File: src/rtl/weight_ram_writer_pkg.sv
// weight_ram_writer_pkg: shared states, default geometry and kernel placement for the weight writer/reader pair
package weight_ram_writer_pkg;
  typedef enum logic [1:0] {IDLE, LOAD, FLUSH, DONE} state_t;
  localparam int DW_DEF             = 8;
  localparam int ROM_NUM_DEF        = 6;
  localparam int ROM_SIZE_DEF       = 25;
  localparam int KERNEL_ELEMENT_DEF = 15;
  localparam int ABS_ADDR_DW_DEF    = 16;
  typedef struct packed {
    logic [15:0] bank;
    logic [15:0] addr;
  } place_t;
  function automatic place_t place(input int k, input int e);
    place_t p;
    p.bank = 16'(k % ROM_NUM_DEF);
    p.addr = 16'((k / ROM_NUM_DEF) * KERNEL_ELEMENT_DEF + e);
    return p;
  endfunction
endpackage

File: src/rtl/weight_ram_writer_if.sv
// weight_ram_writer_if: host stream, control and bank write bus of the weight writer
// checksum exists only when WEIGHT_WR_CHECKSUM_EN is defined
interface weight_ram_writer_if #(
  parameter int DW          = 8,
  parameter int ROM_NUM     = 6,
  parameter int ABS_ADDR_DW = 16
);
  logic                   start;
  logic [15:0]            kernel_num;
  logic                   in_valid;
  logic [DW-1:0]          in_data;
  logic                   in_ready;
  logic [ROM_NUM-1:0]     wr_en;
  logic [ABS_ADDR_DW-1:0] wr_addr;
  logic [DW-1:0]          wr_data;
  logic                   busy;
  logic                   done;
  logic                   err;
`ifdef WEIGHT_WR_CHECKSUM_EN
  logic [DW+15:0]         checksum;
  modport slave (
    input  start, kernel_num, in_valid, in_data,
    output in_ready, wr_en, wr_addr, wr_data, busy, done, err, checksum
  );
  modport master (
    output start, kernel_num, in_valid, in_data,
    input  in_ready, wr_en, wr_addr, wr_data, busy, done, err, checksum
  );
`else
  modport slave (
    input  start, kernel_num, in_valid, in_data,
    output in_ready, wr_en, wr_addr, wr_data, busy, done, err
  );
  modport master (
    output start, kernel_num, in_valid, in_data,
    input  in_ready, wr_en, wr_addr, wr_data, busy, done, err
  );
`endif
endinterface

File: src/rtl/weight_ram_writer_addr_gen.sv
// weight_ram_writer_addr_gen: element/bank/fold/kernel counters mapping stream position to bank and address
module weight_ram_writer_addr_gen #(
  parameter int ROM_NUM        = 6,
  parameter int KERNEL_ELEMENT = 15,
  parameter int ABS_ADDR_DW    = 16,
  localparam int BW = ROM_NUM > 1 ? $clog2(ROM_NUM) : 1,
  localparam int EW = KERNEL_ELEMENT > 1 ? $clog2(KERNEL_ELEMENT) : 1
) (
  input  logic                   clk,
  input  logic                   rst_n,
  input  logic                   clear,
  input  logic                   advance,
  input  logic [15:0]            kernel_num,
  output logic [BW-1:0]          bank,
  output logic [ABS_ADDR_DW-1:0] addr,
  output logic                   last
);
  logic [EW-1:0]          elem_cnt;
  logic [BW-1:0]          bank_cnt;
  logic [ABS_ADDR_DW-1:0] base_addr;
  logic [15:0]            kern_cnt;
  logic [15:0]            kern_total;
  logic                   elem_wrap;
  logic                   bank_wrap;
  assign elem_wrap = elem_cnt == EW'(KERNEL_ELEMENT - 1);
  assign bank_wrap = bank_cnt == BW'(ROM_NUM - 1);
  assign bank      = bank_cnt;
  assign addr      = base_addr + ABS_ADDR_DW'(elem_cnt);
  assign last      = elem_wrap && kern_cnt == kern_total - 16'd1;
  always_ff @(posedge clk or negedge rst_n) begin
    if (!rst_n) begin
      elem_cnt   <= '0;
      bank_cnt   <= '0;
      base_addr  <= '0;
      kern_cnt   <= '0;
      kern_total <= '0;
    end else if (clear) begin
      elem_cnt   <= '0;
      bank_cnt   <= '0;
      base_addr  <= '0;
      kern_cnt   <= '0;
      kern_total <= kernel_num;
    end else if (advance) begin
      elem_cnt <= elem_wrap ? '0 : elem_cnt + 1'b1;
      if (elem_wrap) begin
        bank_cnt  <= bank_wrap ? '0 : bank_cnt + 1'b1;
        base_addr <= bank_wrap ? base_addr + ABS_ADDR_DW'(KERNEL_ELEMENT) : base_addr;
        kern_cnt  <= kern_cnt + 16'd1;
      end
    end
  end
endmodule

File: src/rtl/weight_ram_writer.sv
// weight_ram_writer: scatters a kernel-major weight stream over ROM_NUM banks (kernel k -> bank k mod ROM_NUM)
// Define WEIGHT_WR_CHECKSUM_EN to add a running checksum of accepted weights.
module weight_ram_writer
  import weight_ram_writer_pkg::*;
#(
  parameter int DW             = DW_DEF,
  parameter int ROM_NUM        = ROM_NUM_DEF,
  parameter int ROM_SIZE       = ROM_SIZE_DEF,
  parameter int KERNEL_ELEMENT = KERNEL_ELEMENT_DEF,
  parameter int ABS_ADDR_DW    = ABS_ADDR_DW_DEF
) (
  input logic                clk,
  input logic                rst_n,
  weight_ram_writer_if.slave bus
);
  localparam int BW = ROM_NUM > 1 ? $clog2(ROM_NUM) : 1;
  localparam logic [ABS_ADDR_DW-1:0] ADDR_MAX = ABS_ADDR_DW'(ROM_SIZE - 1);
  state_t                 state;
  state_t                 next;
  logic [BW-1:0]          bank;
  logic [ABS_ADDR_DW-1:0] addr;
  logic                   last;
  logic                   go;
  logic                   xfer;
  logic                   ovf;
  assign go   = state == IDLE && bus.start;
  assign xfer = state == LOAD && bus.in_valid;
  assign ovf  = addr > ADDR_MAX;
  weight_ram_writer_addr_gen #(
    .ROM_NUM        (ROM_NUM),
    .KERNEL_ELEMENT (KERNEL_ELEMENT),
    .ABS_ADDR_DW    (ABS_ADDR_DW)
  ) u_gen (
    .clk        (clk),
    .rst_n      (rst_n),
    .clear      (go),
    .advance    (xfer),
    .kernel_num (bus.kernel_num),
    .bank       (bank),
    .addr       (addr),
    .last       (last)
  );
  always_ff @(posedge clk or negedge rst_n) begin
    if (!rst_n) state <= IDLE;
    else        state <= next;
  end
  always_comb begin
    next         = state;
    bus.in_ready = state == LOAD;
    bus.busy     = state == LOAD || state == FLUSH;
    bus.done     = state == DONE;
    unique case (state)
      IDLE:  next = bus.start ? (bus.kernel_num != 16'd0 ? LOAD : DONE) : IDLE;
      LOAD:  next = xfer && last ? FLUSH : LOAD;
      FLUSH: next = DONE;
      DONE:  next = IDLE;
    endcase
  end
  // out-of-range transfers are consumed but never reach a bank
  always_ff @(posedge clk or negedge rst_n) begin
    if (!rst_n) begin
      bus.wr_en   <= '0;
      bus.wr_addr <= '0;
      bus.wr_data <= '0;
      bus.err     <= 1'b0;
    end else begin
      bus.wr_en <= xfer && !ovf ? ROM_NUM'(1) << bank : '0;
      if (xfer) begin
        bus.wr_addr <= addr;
        bus.wr_data <= bus.in_data;
      end
      bus.err <= go ? 1'b0 : bus.err | (xfer && ovf);
    end
  end
`ifdef WEIGHT_WR_CHECKSUM_EN
  always_ff @(posedge clk or negedge rst_n) begin
    if (!rst_n)    bus.checksum <= '0;
    else if (go)   bus.checksum <= '0;
    else if (xfer) bus.checksum <= bus.checksum + (DW+16)'(bus.in_data);
  end
`endif
endmodule

File: src/flat_wrapper.sv
// flat-port wrapper written by rule: the top's interface ports become plain ports
module weight_ram_writer_flat import weight_ram_writer_pkg::*;
#(
  parameter int DW             = DW_DEF,
  parameter int ROM_NUM        = ROM_NUM_DEF,
  parameter int ROM_SIZE       = ROM_SIZE_DEF,
  parameter int KERNEL_ELEMENT = KERNEL_ELEMENT_DEF,
  parameter int ABS_ADDR_DW    = ABS_ADDR_DW_DEF
)
  (clk, rst_n, bus_start, bus_kernel_num, bus_in_valid, bus_in_data, bus_in_ready, bus_wr_en, bus_wr_addr, bus_wr_data, bus_busy, bus_done, bus_err);
  weight_ram_writer_if #(.DW(DW), .ROM_NUM(ROM_NUM), .ABS_ADDR_DW(ABS_ADDR_DW)) bus_i ();
  input logic clk;
  input logic rst_n;
  input wire logic [$bits(bus_i.start)-1:0] bus_start;
  input wire logic [$bits(bus_i.kernel_num)-1:0] bus_kernel_num;
  input wire logic [$bits(bus_i.in_valid)-1:0] bus_in_valid;
  input wire logic [$bits(bus_i.in_data)-1:0] bus_in_data;
  output wire logic [$bits(bus_i.in_ready)-1:0] bus_in_ready;
  output wire logic [$bits(bus_i.wr_en)-1:0] bus_wr_en;
  output wire logic [$bits(bus_i.wr_addr)-1:0] bus_wr_addr;
  output wire logic [$bits(bus_i.wr_data)-1:0] bus_wr_data;
  output wire logic [$bits(bus_i.busy)-1:0] bus_busy;
  output wire logic [$bits(bus_i.done)-1:0] bus_done;
  output wire logic [$bits(bus_i.err)-1:0] bus_err;
  assign bus_i.start = bus_start;
  assign bus_i.kernel_num = bus_kernel_num;
  assign bus_i.in_valid = bus_in_valid;
  assign bus_i.in_data = bus_in_data;
  assign bus_in_ready = bus_i.in_ready;
  assign bus_wr_en = bus_i.wr_en;
  assign bus_wr_addr = bus_i.wr_addr;
  assign bus_wr_data = bus_i.wr_data;
  assign bus_busy = bus_i.busy;
  assign bus_done = bus_i.done;
  assign bus_err = bus_i.err;
  weight_ram_writer #(.DW(DW), .ROM_NUM(ROM_NUM), .ROM_SIZE(ROM_SIZE), .KERNEL_ELEMENT(KERNEL_ELEMENT), .ABS_ADDR_DW(ABS_ADDR_DW)) u_core (.clk(clk), .rst_n(rst_n), .bus(bus_i));
endmodule
File: config.mk
export PLATFORM = sky130hd
export DESIGN_NAME = weight_ram_writer_flat
export DESIGN_NICKNAME = d
export VERILOG_FILES = /design/src/rtl/weight_ram_writer_pkg.sv /design/src/rtl/weight_ram_writer_if.sv /design/src/rtl/weight_ram_writer_addr_gen.sv /design/src/rtl/weight_ram_writer.sv /design/src/flat_wrapper.sv
export SDC_FILE = /design/constraint.sdc
export NUM_CORES = 1
export LEC_CHECK = 0
export ABC_AREA = 1
export CAP_MARGIN = 10
export CORE_AREA = 2 2 103 105
export CTS_BUF_LIST = sky130_fd_sc_hd__clkbuf_8
export DETAILED_ROUTE_END_ITERATION = 16
export DIE_AREA = 0 0 105 107
export GPL_ROUTABILITY_DRIVEN = 0
export GPL_TIMING_DRIVEN = 0
export MAX_ROUTING_LAYER = met4
export PLACE_DENSITY_LB_ADDON = 0.25
export REMOVE_ABC_BUFFERS = 1
export SETUP_SLACK_MARGIN = 0.1
export SLEW_MARGIN = 10
export SYNTH_ARGS = -nofsm -noshare
export SYNTH_HDL_FRONTEND = slang
export SYNTH_SLANG_ARGS = --single-unit
File: constraint.sdc
create_clock -name clk -period 1.9 [get_ports clk]
set_clock_uncertainty 0.05 [all_clocks]
set_input_delay 0.19 -clock clk [delete_from_list [all_inputs] [get_ports clk]]
set_output_delay 0.19 -clock clk [all_outputs]
set_load 0.01 [all_outputs]
==> metrics.txt <==
outcome=finished, violations left; via count=about 5,200; worst r2r path cells=13; PD cells=between 1000 and 1500 nW/µm²; met1 Use GR=32.3%; Startpoint Class=flip-flop; Clock power frac=15.1%; Stages on worst setup path=13; Cells after DPL=890; Top FF cell, synth=dfrtp_1; share of the yosys chip area belonging to registers=43.0%; Combinational Power Share=48.7%; Max VDD drop=0.542 mV; crit-path max FO=5; std cell rows=37; synth top area cells=dfrtp_1 43%, nand2_1 17%, inv_1 6.6%; core area=10,100 µm²; Initial Util=50.7%; vias per cell=5.44; Leak=3.36 nW; Final #Nets=861; crit-path cells=ha_4 -> fa_2 -> nand2_2 -> nand2_4 -> nand2_1 -> nand2_1 -> nand2_2 -> nand2_2 -> nor2_4 -> nand2_2 -> nor2_4 -> nand2_2 -> nor3_2; Power, Total=~8 mW; met3 usage=5.41%; Total GRT Usage=a little over a quarter; die width=105 µm; Crit path top cell by count=nand2_2; global route total overflow=0; worst setup path startpoint=u_core.u_gen.base_addr[0]$_DFFE_PN0P_; Yosys cell types=37; Crit path max-delay family=simple AND/OR/NAND/NOR gates; WL final=15,300 µm; H-tree lvl count=3; Diodes inserted=0; mapped cell area=5120 µm²; asr flop ratio synth=100%; critical path's largest stage delay=between 400 and 500 ps; buffers added on ports=61; Worst EP required=around 2200 ps; RR Endpoint=u_core.bus.wr_en[4]$_DFF_PN0_; Die Area=approximately 11,000 µm²; RSZ-0062 raised after global routing=yes; Slew HR=about two thirds; Final Hold Viols=0; Yosys top cell by area=dfrtp_1; max cap viols=0; layout cells sized above 1=between 20% and 30%; Iter 0 DRT Violations=318; first-pass GRT wire length=23,400 µm; IO Pins=62; Worst-path clk slew=100 ps; Yosys reg bits=88; Mapped Cells=approximately 710; final setup margin=-389 ps; violated checks=negative setup slack; worst slew pin tran=around 500 ps; Critical R2R Launch=u_core.u_gen.base_addr[0]$_DFFE_PN0P_; clk sinks=88; min Tclk post-route=2290 ps; Slew Viols, Final=0; sw frac=between 40% and 50%; post-synthesis area per instance=7.24 µm²; CTS Buf Count=9; top cell type's share of synthesized area=43.0%; Die Ht=107 µm; vias in the first global route=approximately 5,000; Routed Antenna Nets=0; period utilisation layout=120%; Area Overhead vs Synth=36.4%; Clock Latency Late Sink=380 ps; count leader, synth=nand2_1; Critical-path top delay cell=dfrtp_1; final core occ=approximately 70%; largest net degree at the start of global routing=66; Final setup viols=21; met2 usage=46.2%; highest clock rate=0.437 GHz; Ys Warns=0; worst hold-check path type=primary input to asynchronous set/reset pin; antenna violations before repair=0; WP buf/inv=0; routed wire length per instance=16.0 µm; most frequent cells after synthesis=229 x nand2_1, 90 x inv_1, 88 x dfrtp_1; WP data arrival=2540 ps; Clock Path Buffers=2; Critical Path End Type=flip-flop; crit path kind=flip-flop to flip-flop; DRC violations left=0; P_sw=3.48 mW; Cell Count, Final, Fillers Out=~960; CTS tree=yes; hpwl dp=9130 µm; Cell Int Power=about 4.5 mW; CTS root buf=clkbuf_8; R2R setup slack=-390 ps; share of power burned in registers=36.3%; GR peak layer=met2; hold slack=approximately 210 ps; number of flops mapped to enable cells by yosys=0; DRT Pass-1 Iters=5
[layout by cell type (no fill, tap or decap), types with 5 or more instances in the layout]
cell,count
nand2_1,203
dfrtp_1,81
inv_1,78
clkdlybuf4s50_1,58
nor2_1,46
buf_4,44
nand3_1,38
o21ai_0,38
nand2_2,25
a21oi_1,18
inv_2,13
nor2_2,12
nor2_4,11
xor2_1,11
o21ai_1,11
nand4_1,10
clkbuf_8,10
nand3_2,8
nand2_4,8
ha_1,8
ha_4,7
dfrtp_2,7
nor3_1,6
nor3_2,6
nand2_8,5
clkinvlp_4,5
xnor2_1,5
a31oi_1,5
[cells by family (layout without fill, tap and decap cells)]
kind of cell	count (synthesis)	after routing	synth area share [%]
AND/OR/NAND/NOR	392	395	32.9
AO/OA/AOI/OAI	86	86	9.04
buffers and inverters	108	219	8.04
flip-flops	88	88	43.0
XOR/XNOR	17	17	2.91
adder cells (fa/ha/maj)	16	16	4.06
[flip-flops by register name, indices dropped and copies added, names as in the netlist]
register and count:
u_core.u_gen.bank 3, u_core.u_gen.elem_cnt 4, u_core.bus.wr_data 8, u_core.bus.wr_addr 16
u_core.u_gen.kern_total 16, u_core.u_gen.base_addr 16, u_core.bus.err 1, u_core.bus.wr_en 6
u_core.u_gen.kern_cnt 16, u_core.state 2
[area by class of cell]
cell class | instances | area [µm²]
clock buffers | 10 | 138
clock inverters | 5 | 35.0
fillers | 793 | 3110
inverters | 93 | 357
multi-input cells | 514 | 3060
flip-flops and latches | 88 | 2210
well taps | 136 | 170
repair buffers | 110 | 1010
repair inverters | 1 | 7.51
[stage by stage]
stage          cell area [µm²]  setup WS, ps  setup TNS, ps
2_1_floorplan             5060          -632         -13450
3_3_place_gp              5840         -2680        -288970
3_5_place_dp              5860         -1240         -58630
4_1_cts                   6550          -348          -4090
5_1_grt                   6980          -465          -6820
6_report                  6980          -389          -4080
[worst max path at each step]
stage / to / slack [ps]
floorplan: u_core.u_gen.kern_cnt[14]$_DFFE_PN0P_ / -630
global placement: u_core.u_gen.base_addr[11]$_DFFE_PN0P_ / -2680
detailed placement: u_core.u_gen.kern_cnt[14]$_DFFE_PN0P_ / -1240
CTS: u_core.bus.wr_en[4]$_DFF_PN0_ / -350
global route: u_core.bus.wr_en[4]$_DFF_PN0_ / -460
finish: u_core.bus.wr_en[4]$_DFF_PN0_ / -390
[power by group through the flow]
stage                     sequential [mW]  combinational [mW]  clock [mW]
after floorplan                      2.82                1.88           0
after global placement               2.84                2.81           0
after detailed placement             2.87                2.90           0
after CTS                            2.86                3.41        1.22
after global routing                 2.95                4.28        1.30
final                                2.90                3.90        1.21
[worst reg2reg max path, stage by stage, from the launching register on]
cell     delay (ps)
dfrtp_1         440
ha_4            200
fa_2            420
nand2_2         120
nand2_4          70
nand2_1          70
nand2_1          70
nand2_2         100
nand2_2          60
nor2_4          120
nand2_2         100
nor2_4          170
nand2_2          90
nor3_2          130
[routing by layer]
metal	part of all wire, %	wire length [µm]
met1	40	6130
met2	51	7800
met3	5.2	801
met4	3.9	599
met5	0	0
[what timing repair did]
action,CTS,global route
buffers inserted,19,28
hold endpoints to repair,23,0
endpoints found under the setup margin,81,54
pin swaps,23,37
gates cloned,4,0
gates resized for setup,81,79
hold buffers,1,0
No activity file was read; power rests on OpenSTA's default activity.
